===== src/rtl/jtag_dr_pkg.sv =====
// Shared types and helpers for the JTAG data-register bank: TAP state
// encodings, the 1149.1 next-state function and the fixed opcodes.
package jtag_dr_pkg;

  localparam int IDCODE_WIDTH = 32;

  typedef enum logic [3:0] {
    TAP_EXIT2_DR = 4'h0,
    TAP_EXIT1_DR = 4'h1,
    TAP_SHIFT_DR = 4'h2,
    TAP_PAUSE_DR = 4'h3,
    TAP_SEL_IR   = 4'h4,
    TAP_UPD_DR   = 4'h5,
    TAP_CAP_DR   = 4'h6,
    TAP_SEL_DR   = 4'h7,
    TAP_EXIT2_IR = 4'h8,
    TAP_EXIT1_IR = 4'h9,
    TAP_SHIFT_IR = 4'hA,
    TAP_PAUSE_IR = 4'hB,
    TAP_RTI      = 4'hC,
    TAP_UPD_IR   = 4'hD,
    TAP_CAP_IR   = 4'hE,
    TAP_TLR      = 4'hF
  } tap_state_e;

  function automatic tap_state_e tap_next(input tap_state_e s, input logic tms);
    tap_state_e n;
    n = TAP_TLR;
    case (s)
      TAP_TLR:      n = tms ? TAP_TLR      : TAP_RTI;
      TAP_RTI:      n = tms ? TAP_SEL_DR   : TAP_RTI;
      TAP_SEL_DR:   n = tms ? TAP_SEL_IR   : TAP_CAP_DR;
      TAP_CAP_DR:   n = tms ? TAP_EXIT1_DR : TAP_SHIFT_DR;
      TAP_SHIFT_DR: n = tms ? TAP_EXIT1_DR : TAP_SHIFT_DR;
      TAP_EXIT1_DR: n = tms ? TAP_UPD_DR   : TAP_PAUSE_DR;
      TAP_PAUSE_DR: n = tms ? TAP_EXIT2_DR : TAP_PAUSE_DR;
      TAP_EXIT2_DR: n = tms ? TAP_UPD_DR   : TAP_SHIFT_DR;
      TAP_UPD_DR:   n = tms ? TAP_SEL_DR   : TAP_RTI;
      TAP_SEL_IR:   n = tms ? TAP_TLR      : TAP_CAP_IR;
      TAP_CAP_IR:   n = tms ? TAP_EXIT1_IR : TAP_SHIFT_IR;
      TAP_SHIFT_IR: n = tms ? TAP_EXIT1_IR : TAP_SHIFT_IR;
      TAP_EXIT1_IR: n = tms ? TAP_UPD_IR   : TAP_PAUSE_IR;
      TAP_PAUSE_IR: n = tms ? TAP_EXIT2_IR : TAP_PAUSE_IR;
      TAP_EXIT2_IR: n = tms ? TAP_UPD_IR   : TAP_SHIFT_IR;
      TAP_UPD_IR:   n = tms ? TAP_SEL_DR   : TAP_RTI;
      default:      n = TAP_TLR;
    endcase
    return n;
  endfunction

  function automatic int unsigned bypass_opcode(input int unsigned ir_width);
    return (32'd1 << ir_width) - 32'd1;
  endfunction

  function automatic int unsigned idcode_opcode(input int unsigned ir_width);
    return bypass_opcode(ir_width) - 32'd1;
  endfunction

endpackage


===== src/rtl/jtag_tap_fsm.sv =====
// Oversamples the JTAG pins on clk_i, derives TCK edge pulses and runs the
// TAP controller state register.
module jtag_tap_fsm
  import jtag_dr_pkg::*;
(
  input  logic       clk_i,
  input  logic       rst_i,
  input  logic       tck_i,
  input  logic       tms_i,
  input  logic       td_i,
  output logic       tck_rise,
  output logic       tck_fall,
  output logic       tms_sync,
  output logic       tdi_sync,
  output tap_state_e state
);

  logic [2:0] tck_sync;
  logic [1:0] tms_meta;
  logic [1:0] tdi_meta;
  tap_state_e state_q;
  tap_state_e state_d;

  // Third TCK stage exists only to compare against the second for edges.
  // NOTE: clocked state uses non-blocking assignments so every flop samples
  // pre-edge values regardless of statement order.
  always_ff @(posedge clk_i) begin
    if (rst_i) begin
      tck_sync <= '0;
      tms_meta <= '0;
      tdi_meta <= '0;
      tck_rise <= 1'b0;
      tck_fall <= 1'b0;
    end else begin
      tck_sync <= {tck_sync[1:0], tck_i};
      tms_meta <= {tms_meta[0], tms_i};
      tdi_meta <= {tdi_meta[0], td_i};
      tck_rise <= tck_sync[1] & ~tck_sync[2];
      tck_fall <= ~tck_sync[1] & tck_sync[2];
    end
  end

  assign tms_sync = tms_meta[1];
  assign tdi_sync = tdi_meta[1];

  // NOTE: assign a default first so no path through the block infers a latch.
  always_comb begin
    state_d = state_q;
    if (tck_rise) state_d = tap_next(state_q, tms_sync);
  end

  always_ff @(posedge clk_i) begin
    if (rst_i) state_q <= TAP_TLR;
    else       state_q <= state_d;
  end

  assign state = state_q;

endmodule


===== src/rtl/jtag_dr_bank.sv =====
// JTAG front end with an instruction register, IDCODE, BYPASS and NUM_REGS
// uniform user data registers, all clocked on the system clock.
module jtag_dr_bank
  import jtag_dr_pkg::*;
#(
  parameter int          NUM_REGS   = 4,
  parameter int          REG_WIDTH  = 32,
  parameter int          IR_WIDTH   = 4,
  parameter logic [31:0] IDCODE_VAL = 32'h1000_0001
) (
  input  logic                          clk_i,
  input  logic                          rst_i,
  input  logic                          tck_i,
  input  logic                          tms_i,
  input  logic                          td_i,
  output logic                          td_o,
  output logic                          td_oe_o,
  input  logic [NUM_REGS*REG_WIDTH-1:0] reg_capture_i,
  output logic [NUM_REGS*REG_WIDTH-1:0] reg_update_o,
  output logic [NUM_REGS-1:0]           reg_update_valid_o,
  output logic [3:0]                    tap_state_o,
  output logic [IR_WIDTH-1:0]           ir_o
);

  localparam int DR_WIDTH = (REG_WIDTH > IDCODE_WIDTH) ? REG_WIDTH : IDCODE_WIDTH;
  localparam logic [IR_WIDTH-1:0] IDCODE_OP = IR_WIDTH'(idcode_opcode(IR_WIDTH));

  logic          tck_rise;
  logic          tck_fall;
  logic          tms_sync;
  logic          tdi_sync;
  tap_state_e    state;
  tap_state_e    state_next;

  logic [IR_WIDTH-1:0] ir_sr;
  logic [IR_WIDTH-1:0] ir_q;
  logic [DR_WIDTH-1:0] dr_sr;
  logic [DR_WIDTH-1:0] dr_capture;
  logic [DR_WIDTH-1:0] dr_shifted;
  logic [NUM_REGS-1:0] sel_onehot;
  logic                sel_user;
  logic                sel_idcode;

  jtag_tap_fsm u_tap (
    .clk_i    (clk_i),
    .rst_i    (rst_i),
    .tck_i    (tck_i),
    .tms_i    (tms_i),
    .td_i     (td_i),
    .tck_rise (tck_rise),
    .tck_fall (tck_fall),
    .tms_sync (tms_sync),
    .tdi_sync (tdi_sync),
    .state    (state)
  );

  // Update actions fire on the tck_rise that enters the Update states, so
  // the pulse lines up with the cycle tap_state_o first shows Update-DR.
  assign state_next = tap_next(state, tms_sync);

  // Unlisted opcodes fall through to the 1-bit bypass path.
  always_comb begin
    sel_onehot = '0;
    dr_capture = '0;
    for (int k = 0; k < NUM_REGS; k++) begin
      if (ir_q == IR_WIDTH'(k)) begin
        sel_onehot[k]              = 1'b1;
        dr_capture[REG_WIDTH-1:0]  = reg_capture_i[k*REG_WIDTH +: REG_WIDTH];
      end
    end
    sel_user   = |sel_onehot;
    sel_idcode = (ir_q == IDCODE_OP);
    if (sel_idcode) dr_capture[IDCODE_WIDTH-1:0] = IDCODE_VAL;

    dr_shifted = dr_sr >> 1;
    if (sel_user)        dr_shifted[REG_WIDTH-1]    = tdi_sync;
    else if (sel_idcode) dr_shifted[IDCODE_WIDTH-1] = tdi_sync;
    else                 dr_shifted = {{(DR_WIDTH-1){1'b0}}, tdi_sync};
  end

  always_ff @(posedge clk_i) begin
    if (rst_i) begin
      ir_sr <= '0;
      ir_q  <= IDCODE_OP;
    end else begin
      if (tck_rise) begin
        if (state == TAP_CAP_IR)   ir_sr <= IR_WIDTH'(1);
        if (state == TAP_SHIFT_IR) ir_sr <= {tdi_sync, ir_sr[IR_WIDTH-1:1]};
        if (state_next == TAP_UPD_IR) ir_q <= ir_sr;
      end
      if (state == TAP_TLR) ir_q <= IDCODE_OP;
    end
  end

  // reg_update_o survives Test-Logic-Reset; only rst_i clears it.
  always_ff @(posedge clk_i) begin
    if (rst_i) begin
      dr_sr              <= '0;
      reg_update_o       <= '0;
      reg_update_valid_o <= '0;
    end else begin
      reg_update_valid_o <= '0;
      if (tck_rise) begin
        if (state == TAP_CAP_DR)   dr_sr <= dr_capture;
        if (state == TAP_SHIFT_DR) dr_sr <= dr_shifted;
        if (state_next == TAP_UPD_DR) begin
          for (int k = 0; k < NUM_REGS; k++) begin
            if (sel_onehot[k]) begin
              reg_update_o[k*REG_WIDTH +: REG_WIDTH] <= dr_sr[REG_WIDTH-1:0];
              reg_update_valid_o[k]                  <= 1'b1;
            end
          end
        end
      end
    end
  end

  always_ff @(posedge clk_i) begin
    if (rst_i) begin
      td_o    <= 1'b0;
      td_oe_o <= 1'b0;
    end else if (tck_fall) begin
      case (state)
        TAP_SHIFT_IR: begin
          td_o    <= ir_sr[0];
          td_oe_o <= 1'b1;
        end
        TAP_SHIFT_DR: begin
          td_o    <= dr_sr[0];
          td_oe_o <= 1'b1;
        end
        default: begin
          td_o    <= 1'b0;
          td_oe_o <= 1'b0;
        end
      endcase
    end
  end

  assign tap_state_o = state;
  assign ir_o        = ir_q;

endmodule


===== config.mk =====
export PLATFORM = sky130hd
export DESIGN_NAME = jtag_dr_bank
export DESIGN_NICKNAME = d
export VERILOG_FILES = /design/src/rtl/jtag_dr_pkg.sv /design/src/rtl/jtag_tap_fsm.sv /design/src/rtl/jtag_dr_bank.sv
export SDC_FILE = /design/constraint.sdc
export NUM_CORES = 1
export LEC_CHECK = 0
export BUFFER_PORTS_ARGS = -buffer_cell sky130_fd_sc_hd__buf_2
export CORE_MARGIN = 1
export CORE_UTILIZATION = 51
export CTS_BUF_LIST = sky130_fd_sc_hd__clkbuf_16
export CTS_CLUSTER_SIZE = 28
export DETAILED_ROUTE_END_ITERATION = 10
export PLACE_DENSITY = 0.93
export SLEW_MARGIN = 20
export SYNTH_ARGS = -nofsm -noshare
export SYNTH_HDL_FRONTEND = slang
export SYNTH_SLANG_ARGS = --single-unit
export TNS_END_PERCENT = 10

===== constraint.sdc =====
create_clock -name clk_i -period 2.31 [get_ports clk_i]
set_input_delay 0.231 -clock clk_i [delete_from_list [all_inputs] [get_ports clk_i]]
set_output_delay 0.231 -clock clk_i [all_outputs]
set_load 0.03 [all_outputs]

==> results.yml, run 1 <==
cts:
  hold_buffers: 3
  cts_buffers: 17
  cts_sinks: 187
  worstSkewPairLatency_ps: 440
  clockBufferDepth: 2
  cts_setup_buffers: 0
  cts_root_buf: "clkbuf_16"
  cts_max_level: 4
  clkSlewWorstSetupHoldPaths_ps: 70
  cts_tree: "done"
  cts_resized: 0
timing:
  finalHoldViolCount: 0
  whs_ps: 169.3
  fin_skew_ps: 10.47
  setup_slack_ps: 112.2
  slew_violations: 0
  fin_crit_ps: 2198
  tns_ps: 0
  rsz0062_at_grt: "no"
  setup-violations-final: 0
  fin_crit_sh_pct: 95.14
  timing.fmax_ghz: 0.4550
  tightest_slew_ps: 761.6
  maxSlewHeadroom_pct: 49.22
pwr:
  p_int_mw: 4.906
  clockPowerShare_pct: 45.0
  p_leak_nw: 4.471
  combPwrFrac_pct: 4.4
  netSwitchingFraction_pct: 23.28
  p_switching_mw: 1.489
  sequentialPowerShare_pct: 50.6
  powerDensity_nw_per_um2: 617.1
  ir_worst_vdd_mv: 0.5079
route:
  dr.pass1.iters: 5
  detail-route-antenna-nets: 0
  route.detailed.drc: 0
  via_count: 7847
  vias_per_cell: 5.653
  drt_iter0_drc: 723
  drt-total-wl_mm: 24.13
  wl_per_cell_um: 17.38
placement:
  gp_congestion: 0.8861
  io_buffers: 274
  dp_slack_ps: 133.0
  dp.cells: 1353
  dp_hpwl_mm: 17.01
cells_and_area:
  seq_area_um2: 3746
  fin_cells: 1388
  syn2layout_area_growth_pct: 27.63
  drive_above_1_share_pct: 31.10
  fin_nets: 1297
  multi_input_area_um2: 4028
  diodes: 0
  fillers: 1162
  fin_util_pct: 67.42
critical_path:
  required_ps: 2630
  slowest_delay_ps: 560
  endpoint_kind: "register"
  crit_path_top_delay_cell: "or4_4"
  cp-start-kind: "register"
  worstPathArrival_ps: 2510
  crit_fanout: 30
  cp_cell_sequence: "or3b_1, or4_4, or2_2, buf_12, mux2i_1"
  critical_path_class: "reg2reg"
grt:
  grt_pass1_wl_mm: 37.63
  grtUsageTotal_pct: 29.79
  antenna_found_initial: 0
  grt_pass1_vias: 7429
  grt-ovfl-total: 0
  grt_max_degree: 117
floorplanning:
  fp.dieH_um: 128.2
  core-area_um2: 15370
  ios: 275
  fp.dieW_um: 128.2
  dieArea_um2: 16430
  initial_core_util_pct: 52.82
  rows: 45
synthesis:
  syn-mean-instance-area_um2: 8.873
  synth_seq_area_share_pct: 46.11
  synth-edff-count: 0
  syn_area_um2: 8119
  synthTopCellsByArea: "dfxtp_1 46%, mux2i_1 11%, nand2b_1 7.9%"
  ys_types: 48
  yosys_warnings: 0
  syn-num-nets: 1048
  ys_seq_elements: 187
  async_flop_share_pct: 0
  synth_most_common_cell: "dfxtp_1"
  synth.largest_area_cell: "dfxtp_1"
  syn_inst: 915
  synth_top_area_share_pct: 46.11
  synth_common_cells: "187 x dfxtp_1, 138 x nand2_1, 102 x nand2b_1, 93 x a21oi_1, 86 x mux2i_1"
  synthFlopType: "dfxtp_1"
status:
  outcome: "complete, no violations"
worst_hold_path:
  hold_class: "in2reg"
flow_run:
  drv_cap: 0
## routing by layer
layer | up-vias | global-route usage [%] | part of all wire, %
li1 | 3648 | - | -
met5 | - | 0 | 0
met3 | 87 | 6.344 | 8.1
met1 | 3678 | 36.72 | 40
met4 | 0 | 14.74 | 3.6
met2 | 434 | 49.36 | 48
## cells in the final DEF (no fill, tap or decap), types with 3 or more instances in the layout
master	instances
a21oi_1	92
a211o_1	3
dfxtp_1	185
nand2_1	138
mux4_2	10
nand3_1	5
nor2b_1	11
nor2_1	45
inv_1	5
buf_2	273
or2_2	4
buf_12	6
clkinvlp_4	4
inv_8	3
nor3_1	10
o211ai_1	21
inv_6	5
buf_4	27
o21ai_0	50
a22oi_1	3
a211oi_1	21
dlygate4sd3_1	3
mux2i_1	86
a221oi_1	11
clkbuf_16	17
nand2b_1	102
## stage by stage
step | instance area, µm² | power [mW]
final | 10360 | 6.395
after floorplan | 8119 | 3.439
after global placement | 9757 | 3.579
after CTS | 10360 | 6.397
after detailed placement | 9757 | 3.585
after global routing | 10360 | 6.569
## sequential cells by signal, indices dropped and copies added (netlist names)
register,flops
u_tap.tck_sync,3
ir_o,4
dr_sr,32
ir_sr,4
u_tap.tck_rise,1
td_o,1
reg_update_valid_o,4
u_tap.state,4
u_tap.tck_fall,1
u_tap.tms_meta,2
u_tap.tdi_meta,2
td_oe_o,1
reg_update_o,128
## worst max-delay path: cells and delay by family, from the launching register on
kind / cells / cell delay (ps)
simple gates: 3 / 1280
flops: 1 / 440
buf+inv: 1 / 190
mux: 1 / 150
## cell type report
type	instances	share of cell area, %
multi-input combinational	643	38.87
tap	211	2.548
clock buffer	17	4.105
clock inverter	15	1.449
sequential	187	36.15
inverter	5	0.1811
timing repair buffer	310	16.70
## worst paths after layout
check	startpoint	to	slack [ps]	depth (start not counted)
min reg2reg	u_tap.tck_sync[2]	u_tap.tck_rise	430	1
min	reg_capture_i[122]	dr_sr[26]	170	3
max	u_tap.tms_meta[1]	reg_update_o[38]	110	5
max reg2reg	u_tap.tms_meta[1]	reg_update_o[38]	110	5
## logic make-up after synthesis
group	Yosys count	share of synthesized area, %
compound gates	211	15.41
mux	97	13.52
buf+inv	85	4.623
simple gates	335	20.34
flops	187	46.11
## power groups by stage
stage | Sequential (mW) | Clock (mW) | Combinational (mW)
after floorplan | 3.32 | 0 | 0.123
after global placement | 3.31 | 0 | 0.269
after detailed placement | 3.31 | 0 | 0.274
after CTS | 3.24 | 2.88 | 0.279
after global routing | 3.24 | 3.03 | 0.305
final | 3.24 | 2.88 | 0.281
Note: power is estimated with default switching activity, not from simulation.
==> run 2: changes to the inputs <==
Settings changed: CELL_PAD_IN_SITES_DETAIL_PLACEMENT from default to 1, CELL_PAD_IN_SITES_GLOBAL_PLACEMENT from default to 1, CORE_ASPECT_RATIO from default to 2, CORE_UTILIZATION 51 to 37, PLACE_DENSITY 0.93 to 0.92.
==> run 2 against run 1 <==
  * Core utilization is 19 points lower
  * First-iteration DRC count is 52% lower
  * Setup slack better by 8.7 ps
  * Non-clock buffer count is 6 lower
  * Combinational power hardly changed
  * Register-to-register slack hardly changed
  * Die area is 37% higher
  * Clock skew is 0.95 ps higher
  * Sequential power hardly changed
  * Fmax is 0.40% higher
  * Final cell count is 4.0% higher
  * Highest routed layer unchanged
==> results.yml, run 2 (synthesis results as in run 1) <==
cells_and_area:
  fin_area_um2: 10430
  layout_common_cells: "273 x buf_2, 184 x dfxtp_1, 138 x nand2_1, 102 x nand2b_1, 92 x a21oi_1"
  top_regs: "reg_update_o x128, dr_sr x32"
  fin_cells: 1443
  fillers: 2601
  mostFrequentLayoutCell: "buf_2"
  largest_register_ff_count: 128
  syn2layout_area_growth_pct: 28.45
  drive_above_1_share_pct: 30.71
  fin_nets: 1291
  top_register: "reg_update_o"
floorplanning:
  ios: 275
  initial_core_util_pct: 37.78
  dieArea_um2: 22580
  fp.dieH_um: 211.5
  core-area_um2: 21490
  fp.dieW_um: 106.7
  rows: 76
timing:
  finalHoldViolCount: 0
  timing.fmax_ghz: 0.4568
  rsz0062_at_grt: "no"
  tns_ps: 0
  maxSlewHeadroom_pct: 49.68
  slew_violations: 0
  setup-violations-final: 0
  setup_slack_ps: 120.9
  fin_crit_sh_pct: 94.76
  tightest_slew_ps: 754.7
  fin_skew_ps: 11.42
  fin_crit_ps: 2189
cts:
  cts_setup_buffers: 0
  cts_buffers: 17
  clockBufferDepth: 2
  cts_tree: "done"
  worstSkewPairLatency_ps: 440
  clkSlewWorstSetupHoldPaths_ps: 70
  cts_max_level: 4
  cts_sinks: 187
  cts_root_buf: "clkbuf_16"
critical_path:
  crit_fanout: 30
  cp-start-kind: "register"
  cp_cell_sequence: "or3b_1, or4_4, or2_2, buf_12, mux2i_1"
  endpoint_kind: "register"
  required_ps: 2650
  crit_path_top_delay_cell: "or4_4"
  worstPathArrival_ps: 2530
  slowest_delay_ps: 570
  critical_path_class: "reg2reg"
pwr:
  p_leak_nw: 4.445
  finalPower_mw: 6.474
  powerDensity_nw_per_um2: 620.8
  ir_worst_vdd_mv: 0.4239
grt:
  grt_pass1_vias: 8163
  grt-ovfl-total: 0
  antenna_found_initial: 1
  grt_pass1_wl_mm: 43.13
  grt_max_degree: 113
  grtUsageTotal_pct: 24.84
route:
  dr.pass1.iters: 5
  wl_per_cell_um: 19.32
  drt_iter0_drc: 344
  vias_per_cell: 5.439
  detail-route-antenna-nets: 0
  drt-total-wl_mm: 27.88
  via_count: 7849
  route.detailed.drc: 0
placement:
  dp_hpwl_mm: 20.42
  io_buffers: 274
  dp.cells: 1410
  gp_congestion: 0.8694
  place_area_um2: 9822
  dp_slack_ps: 101.6
status:
  outcome: "complete, no violations"
worst_hold_path:
  hold_class: "in2reg"
flow_run:
  drv_cap: 0
run 2: routing by layer:
metal	vias up	GRT usage (%)	share of wire (%)
li1	3629	-	-
met1	3884	26.10	37
met2	263	46.45	55
met3	73	3.171	3.1
met4	0	14.22	5.1
met5	-	0	0
run 2: path summary, 6_finish.rpt:
check / from / endpoint / slack (ps) / depth (start not counted)
worst max-delay path: u_tap.tms_meta[1] / reg_update_o[50] / 120 / 5
worst min-delay path: tms_i / u_tap.tms_meta[0] / 20 / 2
worst max register to register: u_tap.tms_meta[1] / reg_update_o[50] / 120 / 5
worst min register to register: u_tap.tck_sync[2] / u_tap.tck_rise / 420 / 1
run 2: what timing repair did:
item	in CTS	in global routing
gates resized for setup	0	2
hold buffers	2	0
endpoints found under the setup margin	0	2
hold endpoints to repair	2	0
run 2: critical path: cells and delay by family, from the launching register on:
kind                   cells  cell delay, ps
and+or+nand+nor            3            1280
DFF                        1             380
muxes                      1             230
buffers and inverters      1             190
run 2: cell type report:
cell class | instances | area, µm² | area share [%]
diodes | 1 | 2.502 | 0.02400
repair buffers | 304 | 1708 | 16.38
inverters | 5 | 18.77 | 0.1800
flip-flops and latches | 187 | 3747 | 35.93
multi-input cells | 643 | 4031 | 38.66
clock inverters | 13 | 153.9 | 1.476
well taps | 273 | 341.6 | 3.275
clock buffers | 17 | 425.4 | 4.079
run 2: report_power, final:
part / switching, mW / leakage, nW / internal [mW] / total, mW
Clock: 1.28 / 0.269 / 1.68 / 2.96
Sequential: 0.00621 / 1.51 / 3.23 / 3.24
Combinational: 0.129 / 2.67 / 0.151 / 0.280
Total: 1.41 / 4.45 / 5.06 / 6.47
run 2: stage by stage:
stage | hold WS, ps | util (%)
global route | 27.52 | 48.53
detailed placement | 404.6 | 45.70
finish | 24.27 | 48.53
global placement | 391.7 | 45.70
floorplan | 359.2 | -
CTS | 19.90 | 48.49
==> run 3: changes to the inputs <==
Clock period 2.31 ns to 2.5 ns, I/O delays scaled along.
==> run 3 against run 2 <==
  * First-iteration DRC count grew 2.6%
  * Final area shrank 1.1%
  * Global-route usage shrank 1.2 points
  * Routed wire length shrank 3.9%
  * Sequential share of layout area grew 0.38 points
  * Sequential cell count is the same
  * Hold slack gained 5.3 ps
  * Core utilization shrank 0.52 points
  * Critical path depth is the same
  * Sequential power shrank 7.7%
  * Via count shrank 2.4%
  * Critical path type unchanged
  * Largest cell class unchanged
  * Largest power group unchanged
  * Highest routed layer unchanged
==> results.yml, run 3 (synthesis results as in run 1) <==
cts:
  worstSkewPairLatency_ps: 430
  hold_buffers: 0
  cts_sinks: 187
  clockBufferDepth: 2
  cts_max_level: 4
  cts_tree: "done"
  cts_buffers: 17
  clkSlewWorstSetupHoldPaths_ps: 70
  cts_resized: 0
  cts_setup_buffers: 0
  cts_root_buf: "clkbuf_16"
critical_path:
  required_ps: 2800
  slowest_delay_ps: 760
  cp_num_cells: 5
  regToRegEndpoint: "dr_sr[10]"
  crit_path_end: "dr_sr[10]"
  crit_fanout: 17
  regToRegSetupSlack_ps: 230
  critical_path_class: "reg2reg"
  path_buf_inv: 1
  cp-start-kind: "register"
  r2r-start: "u_tap.state[0]"
  crit_family: "simple AND/OR/NAND/NOR gates"
  rr_worst_depth: 5
  cp_cell_sequence: "or4b_2, a21oi_2, buf_4, a21oi_1, a211oi_1"
  endpoint_kind: "register"
  cp-startpoint: "u_tap.state[0]"
  worstPathArrival_ps: 2560
  crit_path_top_delay_cell: "or4b_2"
route:
  wl_per_cell_um: 18.63
  dr.pass1.iters: 4
  route.detailed.drc: 0
  drt_iter0_drc: 353
  detail-route-antenna-nets: 0
  via_count: 7661
  vias_per_cell: 5.324
  drt-total-wl_mm: 26.80
placement:
  io_buffers: 274
  dp_hpwl_mm: 20.05
  gp_congestion: 0.8727
timing:
  fin_crit_ps: 2266
  maxSlewHeadroom_pct: 60.21
  setup-violations-final: 0
  whs_ps: 29.55
  slew_violations: 0
  timing.fmax_ghz: 0.4413
  tns_ps: 0
  fin_crit_sh_pct: 90.65
  fin_skew_ps: 10.81
  finalHoldViolCount: 0
  rsz0062_at_grt: "no"
  tightest_slew_ps: 596.8
floorplanning:
  fp.dieH_um: 211.5
  dieArea_um2: 22580
  fp.dieW_um: 106.7
  initial_core_util_pct: 37.78
  core-area_um2: 21490
  ios: 275
  rows: 76
pwr:
  p_leak_nw: 4.426
  ir_worst_vdd_mv: 0.3553
  finalPower_mw: 5.948
  powerDensity_nw_per_um2: 576.5
cells_and_area:
  fillers: 2597
  fin_nets: 1285
  syn2layout_area_growth_pct: 27.06
  drive_above_1_share_pct: 30.21
  largest_register_ff_count: 128
  top_register: "reg_update_o"
  mostFrequentLayoutCell: "buf_2"
  layout_common_cells: "273 x buf_2, 185 x dfxtp_1, 138 x nand2_1, 102 x nand2b_1, 92 x a21oi_1"
  top_regs: "reg_update_o x128, dr_sr x32"
grt:
  grt_max_degree: 95
  grtUsageTotal_pct: 23.67
  grt_pass1_wl_mm: 41.28
  grt_pass1_vias: 7982
  grt-ovfl-total: 0
  antenna_found_initial: 1
flow_run:
  drv_cap: 0
worst_hold_path:
  min_from: "tms_i"
  hold_class: "in2reg"
status:
  outcome: "complete, no violations"
run 3: cell count changes in the layout (fill, tap and decap cells not counted):
cell,delta
mux2i_2,-1
dfxtp_2,-1
dfxtp_1,+1
buf_12,-5
buf_4,+1
inv_6,+1
mux2i_1,+1
clkinvlp_4,-2
dlygate4sd3_1,-2
inv_1,+3
run 3: final cells by class:
class | instances | area [µm²] | share of cell area [%]
multi-input combinational | 643 | 4028 | 39.04
sequential | 187 | 3746 | 36.31
timing repair buffer | 298 | 1595 | 15.46
clock buffer | 17 | 425.4 | 4.124
tap | 273 | 341.6 | 3.311
clock inverter | 15 | 158.9 | 1.540
inverter | 5 | 18.77 | 0.1819
antenna | 1 | 2.502 | 0.02426
run 3: metal layers:
layer | wire [µm] | track usage (%) | part of all wire (%)
met2 | 14400 | 43.49 | 54
met1 | 9971 | 24.49 | 37
met3 | 731 | 3.264 | 2.7
met5 | 0 | 0 | 0
met4 | 1699 | 15.73 | 6.3
run 3: how the worst min path moves through the flow:
stage / depth (start not counted) / slack [ps] / endpoint
final: 2 / 30 / u_tap.tms_meta[0]
after global routing: 2 / 20 / u_tap.tms_meta[0]
after CTS: 2 / 10 / u_tap.tms_meta[0]
after detailed placement: 1 / 410 / u_tap.tck_rise
after global placement: 1 / 390 / u_tap.tck_rise
after floorplan: 1 / 380 / u_tap.tck_sync[0]
run 3: power by group:
part	internal [mW]	switching, mW
logic	0.136	0.114
clock network	1.56	1.15
registers	2.99	0.00717
total	4.68	1.27
run 3: per-stage QoR:
step                      std cells  setup WS (ps)  area, µm²  utilization [%]
final                          1439          233.8      10320            48.00
after detailed placement       1406          318.3       9729            45.27
after floorplan                 915          355.4       8119                -
after global placement         1406          380.8       9729            45.27
after CTS                      1438          263.6      10310            47.99
after global routing           1439          163.6      10320            48.00
run 3: worst reg2reg max path, delay by kind of cell (launching register included):
| kind | cells | cell delay [ps] |
|---|---|---|
| AOI/OAI and AO/OA | 3 | 680 |
| and+or+nand+nor | 1 | 760 |
| DFF | 1 | 440 |
| buffers and inverters | 1 | 250 |
